## config.mk

```make
export PLATFORM = sky130hd
export DESIGN_NAME = oh_clkgate_ctrl
export DESIGN_NICKNAME = d
export VERILOG_FILES = /design/src/rtl/oh_clkgate_ctrl.sv
export SDC_FILE = /design/constraint.sdc
export NUM_CORES = 1
export LEC_CHECK = 0
export ABC_CLOCK_PERIOD_IN_PS = 4420
export CAP_MARGIN = 5
export CORE_ASPECT_RATIO = 1.5
export CORE_MARGIN = 2
export CORE_UTILIZATION = 45
export CTS_CLUSTER_DIAMETER = 50
export DETAILED_ROUTE_END_ITERATION = 16
export PLACE_DENSITY = 0.85
export SETUP_SLACK_MARGIN = 0.15
export SLEW_MARGIN = 5
export SYNTH_ARGS = -nofsm -noshare
export SYNTH_HDL_FRONTEND = slang
export SYNTH_SLANG_ARGS = --single-unit
```

## constraint.sdc

```tcl
create_clock -name clk -period 4.42 [get_ports clk]
set_input_delay 0.663 -clock clk [delete_from_list [all_inputs] [get_ports clk]]
set_output_delay 0.663 -clock clk [all_outputs]
set_load 0.01 [all_outputs]
```

## src/rtl/oh_clkgate_ctrl.sv

```systemverilog
// oh_clkgate_ctrl: idle-detect and wake sequencer driving an ICG enable.
// Watches per-channel busy/req levels on the free-running clock, gates the
// downstream clock after a programmable idle window, re-enables it on demand
// and acks requesters once the gated domain has settled.
// Optional gated-cycle statistic counter: define OH_CLKGATE_STATS_EN.
module oh_clkgate_ctrl #(
  parameter int unsigned N  = 4,
  parameter int unsigned CW = 8,
  parameter int unsigned WW = 4
) (
  input  logic          clk,
  input  logic          reset,
  input  logic          cfg_enable,
  input  logic [CW-1:0] cfg_idle,
  input  logic [WW-1:0] cfg_wake,
  input  logic          te,
  input  logic [N-1:0]  busy,
  input  logic [N-1:0]  req,
  output logic [N-1:0]  ack,
  output logic          icg_en,
  output logic          gated,
  output logic [31:0]   gated_cnt,
  input  logic          stat_clr
);

  localparam logic [1:0] ST_RUN   = 2'd0;
  localparam logic [1:0] ST_COUNT = 2'd1;
  localparam logic [1:0] ST_GATED = 2'd2;
  localparam logic [1:0] ST_WAKE  = 2'd3;

  logic [1:0]    state_q,    state_d;
  logic [CW-1:0] idle_cnt_q, idle_cnt_d;
  logic [WW-1:0] wake_cnt_q, wake_cnt_d;
  logic          icg_en_q,   icg_en_d;
  logic          gated_q,    gated_d;
  logic [N-1:0]  ack_q,      ack_d;
  logic          idle_c;

  // Domain is idle only when gating is allowed and nobody wants the clock
  always_comb begin
    idle_c = cfg_enable & ~te & ~(|busy) & ~(|req);
  end

  // Next-state and counter logic; counts compare with >= so that a lowered
  // threshold ends the count at the next compare instead of wrapping
  always_comb begin
    state_d    = state_q;
    idle_cnt_d = idle_cnt_q;
    wake_cnt_d = wake_cnt_q;
    case (state_q)
      ST_RUN: begin
        if (idle_c) begin
          if (cfg_idle == '0) begin
            state_d    = ST_GATED;
            idle_cnt_d = '0;
          end else begin
            state_d    = ST_COUNT;
            idle_cnt_d = CW'(1);
          end
        end else begin
          idle_cnt_d = '0;
        end
      end
      ST_COUNT: begin
        if (!idle_c) begin
          state_d    = ST_RUN;
          idle_cnt_d = '0;
        end else if (idle_cnt_q >= cfg_idle) begin
          state_d    = ST_GATED;
          idle_cnt_d = '0;
        end else begin
          idle_cnt_d = idle_cnt_q + CW'(1);
        end
      end
      ST_GATED: begin
        if (!idle_c) begin
          state_d    = ST_WAKE;
          wake_cnt_d = '0;
        end
      end
      ST_WAKE: begin
        // Settle window runs to completion even if the activity goes away
        if (wake_cnt_q >= cfg_wake) begin
          state_d    = ST_RUN;
          wake_cnt_d = '0;
        end else begin
          wake_cnt_d = wake_cnt_q + WW'(1);
        end
      end
      default: begin
        state_d    = ST_RUN;
        idle_cnt_d = '0;
        wake_cnt_d = '0;
      end
    endcase
  end

  // Registered outputs derived from the next state; ack is granted only
  // once the domain has spent a full cycle back in RUN after any wake-up
  always_comb begin
    icg_en_d = (state_d != ST_GATED);
    gated_d  = (state_d == ST_GATED);
    ack_d    = req & {N{(state_q == ST_RUN) && (state_d == ST_RUN)}};
  end

  // State and output registers with synchronous reset to a running clock
  always_ff @(posedge clk) begin
    if (reset) begin
      state_q    <= ST_RUN;
      idle_cnt_q <= '0;
      wake_cnt_q <= '0;
      icg_en_q   <= 1'b1;
      gated_q    <= 1'b0;
      ack_q      <= '0;
    end else begin
      state_q    <= state_d;
      idle_cnt_q <= idle_cnt_d;
      wake_cnt_q <= wake_cnt_d;
      icg_en_q   <= icg_en_d;
      gated_q    <= gated_d;
      ack_q      <= ack_d;
    end
  end

  assign icg_en = icg_en_q;
  assign gated  = gated_q;
  assign ack    = ack_q;

`ifdef OH_CLKGATE_STATS_EN
  logic [31:0] gated_cnt_q, gated_cnt_d;

  // Saturating count of cycles spent gated; clear beats increment
  always_comb begin
    gated_cnt_d = gated_cnt_q;
    if (stat_clr) begin
      gated_cnt_d = '0;
    end else if (gated_q && (gated_cnt_q != 32'hFFFF_FFFF)) begin
      gated_cnt_d = gated_cnt_q + 32'd1;
    end
  end

  // Statistic register
  always_ff @(posedge clk) begin
    if (reset) begin
      gated_cnt_q <= '0;
    end else begin
      gated_cnt_q <= gated_cnt_d;
    end
  end

  assign gated_cnt = gated_cnt_q;
`else
  logic unused_stat_clr;

  assign unused_stat_clr = stat_clr;
  assign gated_cnt       = 32'd0;
`endif

endmodule
```

==> flow_summary.ini, run 1 <==
[setup_path]
ff2ff_path_depth = 7
r2r_setup_slack_ps = 2290
worst_setup_path_start_kind = primary input
critPathCapture = idle_cnt_q[1]
arrival_ps = 2870
end_kind = flip-flop
path_max_fanout = 5
r2r-end = wake_cnt_q[2]
r2r_start = wake_cnt_q[0]
cp-startpoint = te
required_ps = 4600
crit_type = primary input to flip-flop

[final_layout]
syn2layout_area_growth_pct = 18.82
fin_cells = 238
antennaDiodeCount = 0
final_cell_mix = conb_1 (32), clkdlybuf4s50_1 (29), dfxtp_1 (20)
register_area_um2 = 400.4
nNetsFinal = 238
final_layout_size_suffix_gt1_frac = 0.04545
final_common_cell = conb_1
multi_input_area_um2 = 845.8
design_area_um2 = 1714
num-fill-cells = 286

[job]
cap_violations = 0

[sta]
tns_ps = 0
hold_viol_final = 0
hold_ws_ps = 510.7
fin_crit_sh = 0.6076
min_period_ps = 2686
tightest_slew_ps = 639.4
slew_headroom = 0.5724
setup_viol = 0
rsz0062_at_grt = false
slew_violations = 0
max_freq_mhz = 372.3
fin_skew_ps = 6.112

[placement]
dp_hpwl_um = 2085
post_dp_cell_area_um2 = 1643
post-place-cells = 234
port_buffers = 29
gp_congestion = 0.7909

[synthesis]
synthArstFlopShare = 0
yosysSeqAreaShare = 0.2775
synth_warnings = 0
synthDistinctLibCells = 40
synth_top_area_share = 0.2775
syn-instance-count = 170
synth_edf_count = 0
yosys-top-cells-area = dfxtp_1 (28%), buf_4 (17%), ha_1 (12%)
syn_area_um2 = 1443
syn_avg_cell_area_um2 = 8.486
yosysTopAreaCell = dfxtp_1
ys_ff_latch = 20
ys.flop_type = dfxtp_1

[clock_tree]
cts_buffers = 3
h-tree-depth = 1
ctsHoldBuffers = 0
clock_sinks = 20
cts.path.max_buffers = 2
cts-root-buf = clkbuf_8
insertion_delay_ps = 260
clk_pin_slew_ps = 80
post_cts_resized = 0
cts_tree = yes
post_cts_buffers = 0

[worst_hold_path]
worstHoldStart = idle_cnt_q[1]
hp-class = flip-flop to flip-flop

[global_route]
grt_pass1_wl_um = 4174
grt_max_degree = 19
antenna_found_initial = 0
overflow = 0
grt_usage = 0.1459
first_global_vias = 1036

[drt]
drt-vias-per-instance = 4.950
routedWlPerCell_um = 10.99
drt_iter0_drc = 31
route.detailed.drc = 0
dr_total_vias = 1178
final_antenna_net_count = 0
firstDrtPassIters = 4
routed_wirelength_um = 2616

[pwr]
vdd_drop_max_v = 0.0001416
p_seq_frac = 0.437
power.switching_mw = 0.08750
power.internal_mw = 0.3303
power_frac_comb = 0.132
power_mw = 0.4178
p_leak_nw = 0.7455
p_clk_frac = 0.431
switching_share = 0.2094
pwr_density_cell_nw_per_um2 = 243.8

[floorplan]
die_h_um = 73.35
initial_core_util = 0.4659
fp.dieW_um = 50.23
rows = 25
core_area_um2 = 3097
io_pins = 63
die_area_um2 = 3684

[status]
status = finished clean
## per-layer routing
| layer | vias to the layer above | global-route usage | wire, um |
|---|---|---|---|
| met5 | - | 0 | 0 |
| met4 | 0 | 0.07099 | 45 |
| met3 | 6 | 0.01829 | 196 |
| met2 | 53 | 0.2705 | 1355 |
| met1 | 532 | 0.1606 | 1018 |
| li1 | 587 | - | - |
## stage by stage
stage               setup slack (ps)  utilization
detailed placement              1486       0.5305
floorplan                       1972            -
CTS                             1737       0.5535
finish                          1734       0.5535
global placement                1496       0.5305
global route                    1562       0.5535
## cells in the mapped netlist, drive strengths merged (2+ instances only)
| master | number |
|---|---|
| or3 | 5 |
| dfxtp | 20 |
| nor2 | 3 |
| nand3 | 6 |
| nand2b | 4 |
| mux2i | 2 |
| nor3 | 8 |
| a21oi | 8 |
| xor2 | 3 |
| xnor2 | 3 |
| nand2 | 7 |
| nor2b | 4 |
| inv | 15 |
| clkbuf | 3 |
| nor4 | 3 |
| ha | 14 |
| buf | 33 |
| a21o | 2 |
| o21ai | 2 |
| nand4 | 3 |
| or4 | 4 |
| a31oi | 2 |
| and2 | 4 |
## critical path: stages
cell and delay, ps:
clkdlybuf4s50_1 400, or4b_4 540, nor4_2 520, o311ai_1 240, or3_1 360, a21oi_1 140
## registers in the layout, summed over array words and instances (netlist names)
| register | cells |
|---|---|
| idle_cnt_q | 8 |
| state_q | 2 |
| gated | 1 |
| ack | 4 |
| wake_cnt_q | 4 |
| icg_en | 1 |
## worst min-delay path by stage
stage,to,depth (start not counted)
floorplan,idle_cnt_q[1],2
global route,wake_cnt_q[2],1
detailed placement,idle_cnt_q[1],2
CTS,idle_cnt_q[1],2
global placement,idle_cnt_q[1],2
finish,idle_cnt_q[1],2
## layout make-up
cell class / count / area share
tap: 40 / 0.02920
inverter: 15 / 0.03285
multi-input combinational: 130 / 0.4934
timing repair buffer: 29 / 0.1693
clock inverter: 1 / 0.01752
clock buffer: 3 / 0.02409
sequential: 20 / 0.2336
## logic make-up after synthesis
| logic type | share of synthesized area |
|---|---|
| AND/OR/NAND/NOR | 0.2203 |
| buffers and inverters | 0.2168 |
| AO/OA/AOI/OAI | 0.1110 |
| flip-flops | 0.2775 |
| adder cells (fa/ha/maj) | 0.1214 |
| XOR/XNOR | 0.03643 |
| multiplexers | 0.01388 |
| other | 0.002599 |
## power groups by stage
stage | clock network (mW) | registers, mW | logic, mW
final | 0.180 | 0.183 | 0.0553
after global routing | 0.192 | 0.183 | 0.0611
after CTS | 0.184 | 0.183 | 0.0553
after detailed placement | 0 | 0.187 | 0.0548
after global placement | 0 | 0.187 | 0.0542
after floorplan | 0 | 0.188 | 0.0465
Power figures use the tool's default switching activity.
==> run 2: changes to the inputs <==
- ABC_CLOCK_PERIOD_IN_PS: 4420 -> 2180
- CORE_UTILIZATION: 45 -> 38
- PLACE_DENSITY: 0.85 -> 0.76
- clock period: 4.42 -> 2.18 ns (I/O delays scaled with it)
==> flow_summary.ini, run 2 (same netlist as run 1, synthesis figures left out) <==
[floorplan]
io_pins = 63
rows = 27
fp.dieW_um = 54.31
die_area_um2 = 4315
core_area_um2 = 3649
die_h_um = 79.46
initial_core_util = 0.3954

[setup_path]
cp_slowest_stage_delay_ps = 530
r2r_setup_slack_ps = 220
cp_common_cell = or4_4
required_ps = 2380
path_max_fanout = 3
cp-startpoint = busy[0]
cp.depth = 6
crit_chain = clkbuf_2, or4b_4, or4_4, or4_4, o211ai_4, nor2b_4
crit_type = primary input to flip-flop
arrival_ps = 2230
critPathCapture = gated
end_kind = flip-flop
worst_setup_path_start_kind = primary input
r2r-end = idle_cnt_q[1]
ff2ff_path_depth = 6
cp_top_family = simple AND/OR/NAND/NOR gates
cp_slowest_cell = or4b_4
r2r_start = idle_cnt_q[2]
crit_buf_inv = 1

[final_layout]
num-fill-cells = 365
nNetsFinal = 250
final_core_util = 0.5161
antennaDiodeCount = 0
regMostFlops = idle_cnt_q
register_area_um2 = 402.9
final_cell_mix = conb_1 (32), dfxtp_1 (18), clkdlybuf4s50_1 (15)
final_common_cell = conb_1
largest_reg_flops = 8
syn2layout_area_growth_pct = 30.53
final_layout_size_suffix_gt1_frac = 0.2238
multi_input_area_um2 = 968.4

[sta]
hold_viol_final = 0
max_freq_mhz = 492.7
rsz0062_at_grt = true
fin_crit_sh = 0.9310
tns_ps = 0
fin_skew_ps = 4.995
min_period_ps = 2030
hold_ws_ps = 296.8
slew_violations = 0
setup_viol = 0

[worst_hold_path]
hp-class = primary input to flip-flop

[drt]
routedWlPerCell_um = 11.83
drt-vias-per-instance = 4.814
drt_iter0_drc = 26
routed_wirelength_um = 2992
route.detailed.drc = 0
dr_total_vias = 1218
final_antenna_net_count = 0
firstDrtPassIters = 4

[status]
status = finished clean

[pwr]
pwr_density_cell_nw_per_um2 = 405.9
vdd_drop_max_v = 0.0003063
p_leak_nw = 0.8269

[clock_tree]
h-tree-depth = 1
insertion_delay_ps = 250
clk_pin_slew_ps = 70
cts-root-buf = clkbuf_8
ctsHoldBuffers = 0
clock_sinks = 20
cts_buffers = 3
cts.path.max_buffers = 2
cts_tree = yes

[placement]
dp_hpwl_um = 2162
port_buffers = 29
gp_congestion = 0.8466

[global_route]
grt_usage = 0.1442
grt_max_degree = 16
antenna_found_initial = 0
grt_pass1_wl_um = 4664
first_global_vias = 1153
overflow = 0

[job]
cap_violations = 0
[run 2: worst min path at each step]
stage	from	slack [ps]	endpoint	depth (start not counted)
6_report	req[0]	300	ack[0]	2
3_5_place_dp	wake_cnt_q[2]	500	wake_cnt_q[2]	1
3_3_place_gp	wake_cnt_q[2]	490	wake_cnt_q[2]	1
4_1_cts	req[0]	290	ack[0]	2
2_1_floorplan	req[0]	450	ack[0]	1
5_1_grt	req[0]	320	ack[0]	2
[run 2: timing repair]
item	CTS	global route
gates cloned	0	0
endpoints found under the setup margin	15	14
setup buffers	2	1
resized for setup	32	20
pin swaps	16	13
[run 2: metrics by stage]
| stage | std cells | instance area, um^2 | total power, mW | setup WS (ps) |
|---|---|---|---|---|
| after global routing | 253 | 1883 | 0.7981 | 100.9 |
| after CTS | 252 | 1815 | 0.7724 | 126.4 |
| final | 253 | 1883 | 0.7644 | 150.4 |
| after floorplan | 201 | 1559 | 0.4751 | 111.9 |
| after detailed placement | 246 | 1714 | 0.4937 | -346.6 |
| after global placement | 246 | 1714 | 0.4924 | -325.6 |
[run 2: final cells by class]
| type | count | share of cell area |
|---|---|---|
| Multi-Input combinational cell | 130 | 0.5143 |
| Sequential cell | 20 | 0.2140 |
| Timing Repair Buffer | 41 | 0.1841 |
| Inverter | 15 | 0.02990 |
| Clock buffer | 4 | 0.02924 |
| Tap cell | 43 | 0.02857 |
[run 2: routing by layer]
metal	GRT usage	wire length [um]	share of wire
met1	0.1465	1126	0.38
met2	0.2795	1650	0.55
met3	0.009363	168	0.056
met4	0.06250	46	0.015
met5	0	0	0
[run 2: where the power goes]
part / internal (mW) / switching (mW)
registers: 0.369 / 0.000961
clock network: 0.161 / 0.115
logic: 0.0548 / 0.0643
total: 0.584 / 0.180
[run 2: worst register-to-register path, stage by stage (launching register included)]
cell and delay [ps]:
dfxtp_2 350, ha_1 190, or4_4 550, a21oi_4 180
o311ai_4 110, or3_4 400, a21oi_2 110
==> run 3: changes to the inputs <==
- TNS_END_PERCENT: default -> 30
==> flow_summary.ini, run 3 (same netlist as run 1, synthesis figures left out) <==
[drt]
dr_total_vias = 1207
drt_iter0_drc = 23
firstDrtPassIters = 4
drt-vias-per-instance = 4.733
routedWlPerCell_um = 11.83
route.detailed.drc = 0
routed_wirelength_um = 3016
final_antenna_net_count = 0

[pwr]
power.switching_mw = 0.1836
p_leak_nw = 0.8452
switching_share = 0.2385
p_seq_frac = 0.481
vdd_drop_max_v = 0.0003063
power_frac_comb = 0.158
pwr_density_cell_nw_per_um2 = 403.2
power_mw = 0.7698
p_clk_frac = 0.362
power.internal_mw = 0.5862

[setup_path]
required_ps = 2380
crit_type = primary input to flip-flop
path_max_fanout = 3
ff2ff_path_depth = 6
r2r-end = idle_cnt_q[1]
end_kind = flip-flop
r2r_setup_slack_ps = 210
worst_setup_path_start_kind = primary input
r2r_start = idle_cnt_q[2]
arrival_ps = 2220

[sta]
max_freq_mhz = 493.2
setup_viol = 0
fin_skew_ps = 7.537
fin_crit_sh = 0.9301
slew_violations = 0
hold_viol_final = 0
min_period_ps = 2028
rsz0062_at_grt = true
setup_slack_ps = 152.3

[floorplan]
fp.dieW_um = 54.31
core_area_um2 = 3649
io_pins = 63
initial_core_util = 0.3954
rows = 27
die_area_um2 = 4315
die_h_um = 79.46

[final_layout]
final_cell_mix = conb_1 (32), dfxtp_1 (18), clkdlybuf4s50_1 (15)
largest_reg_flops = 8
regMostFlops = idle_cnt_q
fin_cells = 255
nNetsFinal = 252
syn2layout_area_growth_pct = 32.35
final_layout_size_suffix_gt1_frac = 0.2311
antennaDiodeCount = 0
final_core_util = 0.5233
final_common_cell = conb_1

[worst_hold_path]
worstHoldStart = req[0]
hold_path_end = ack[0]
hold_depth = 2
hp-class = primary input to flip-flop

[clock_tree]
clk_pin_slew_ps = 70
cts.path.max_buffers = 2
insertion_delay_ps = 260
ctsHoldBuffers = 0
cts-root-buf = clkbuf_8
cts_tree = yes
clock_sinks = 20
cts_buffers = 3
h-tree-depth = 1

[global_route]
first_global_vias = 1145
overflow = 0
antenna_found_initial = 0
grt_max_degree = 16
grt_pass1_wl_um = 4629
grt_usage = 0.1431

[placement]
dp_hpwl_um = 2162
pre_cts_ws_ps = -346.6
gp_congestion = 0.8466
post-place-cells = 246
port_buffers = 29

[status]
status = finished clean

[job]
cap_violations = 0
[run 3: repair_timing]
action | CTS | global route
gates resized for setup | 30 | 23
cloned | 0 | 0
setup buffers | 2 | 3
pin swaps | 11 | 13
endpoints found under the setup margin | 15 | 14
[run 3: stage by stage]
step                setup TNS, ps  hold WS (ps)  area [um^2]
floorplan                       0         448.7         1559
global placement            -3398         488.9         1714
detailed placement          -3616         496.1         1714
CTS                             0         290.9         1809
global route                    0         318.8         1909
finish                          0         296.7         1909
[run 3: worst max-delay path by stage]
stage                     cells past startpoint    end    start  slack, ps
after floorplan                               5  gated       te        110
after global placement                        6  gated       te       -330
after detailed placement                      6  gated       te       -350
after CTS                                     6  gated  busy[1]        130
after global routing                          6  gated  busy[0]        100
final                                         6  gated  busy[0]        150
[run 3: power by group through the flow]
stage | logic, mW | registers (mW) | clock network [mW]
6_report | 0.121 | 0.370 | 0.278
5_1_grt | 0.135 | 0.370 | 0.298
4_1_cts | 0.114 | 0.370 | 0.287
3_5_place_dp | 0.115 | 0.379 | 0
3_3_place_gp | 0.114 | 0.379 | 0
2_1_floorplan | 0.0943 | 0.381 | 0
[run 3: layout make-up]
cell class,instances,area (um^2)
Inverter,15,56.30
Timing Repair Buffer,43,365.4
Multi-Input combinational cell,130,975.9
Fill cell,360,1739
Clock buffer,4,55.05
Sequential cell,20,402.9
Tap cell,43,53.80
[run 3: per-layer routing]
layer	GRT usage	wire (um)	share of wire
met5	0	0	0
met4	0.06250	46	0.015
met3	0.009363	158	0.052
met2	0.2771	1660	0.55
met1	0.1453	1151	0.38
[run 3: worst max-delay path: stages]
cell      delay, ps
clkbuf_2         80
or4b_4          530
or4_4           530
or4_4           510
o211ai_4        100
nor2b_4         160
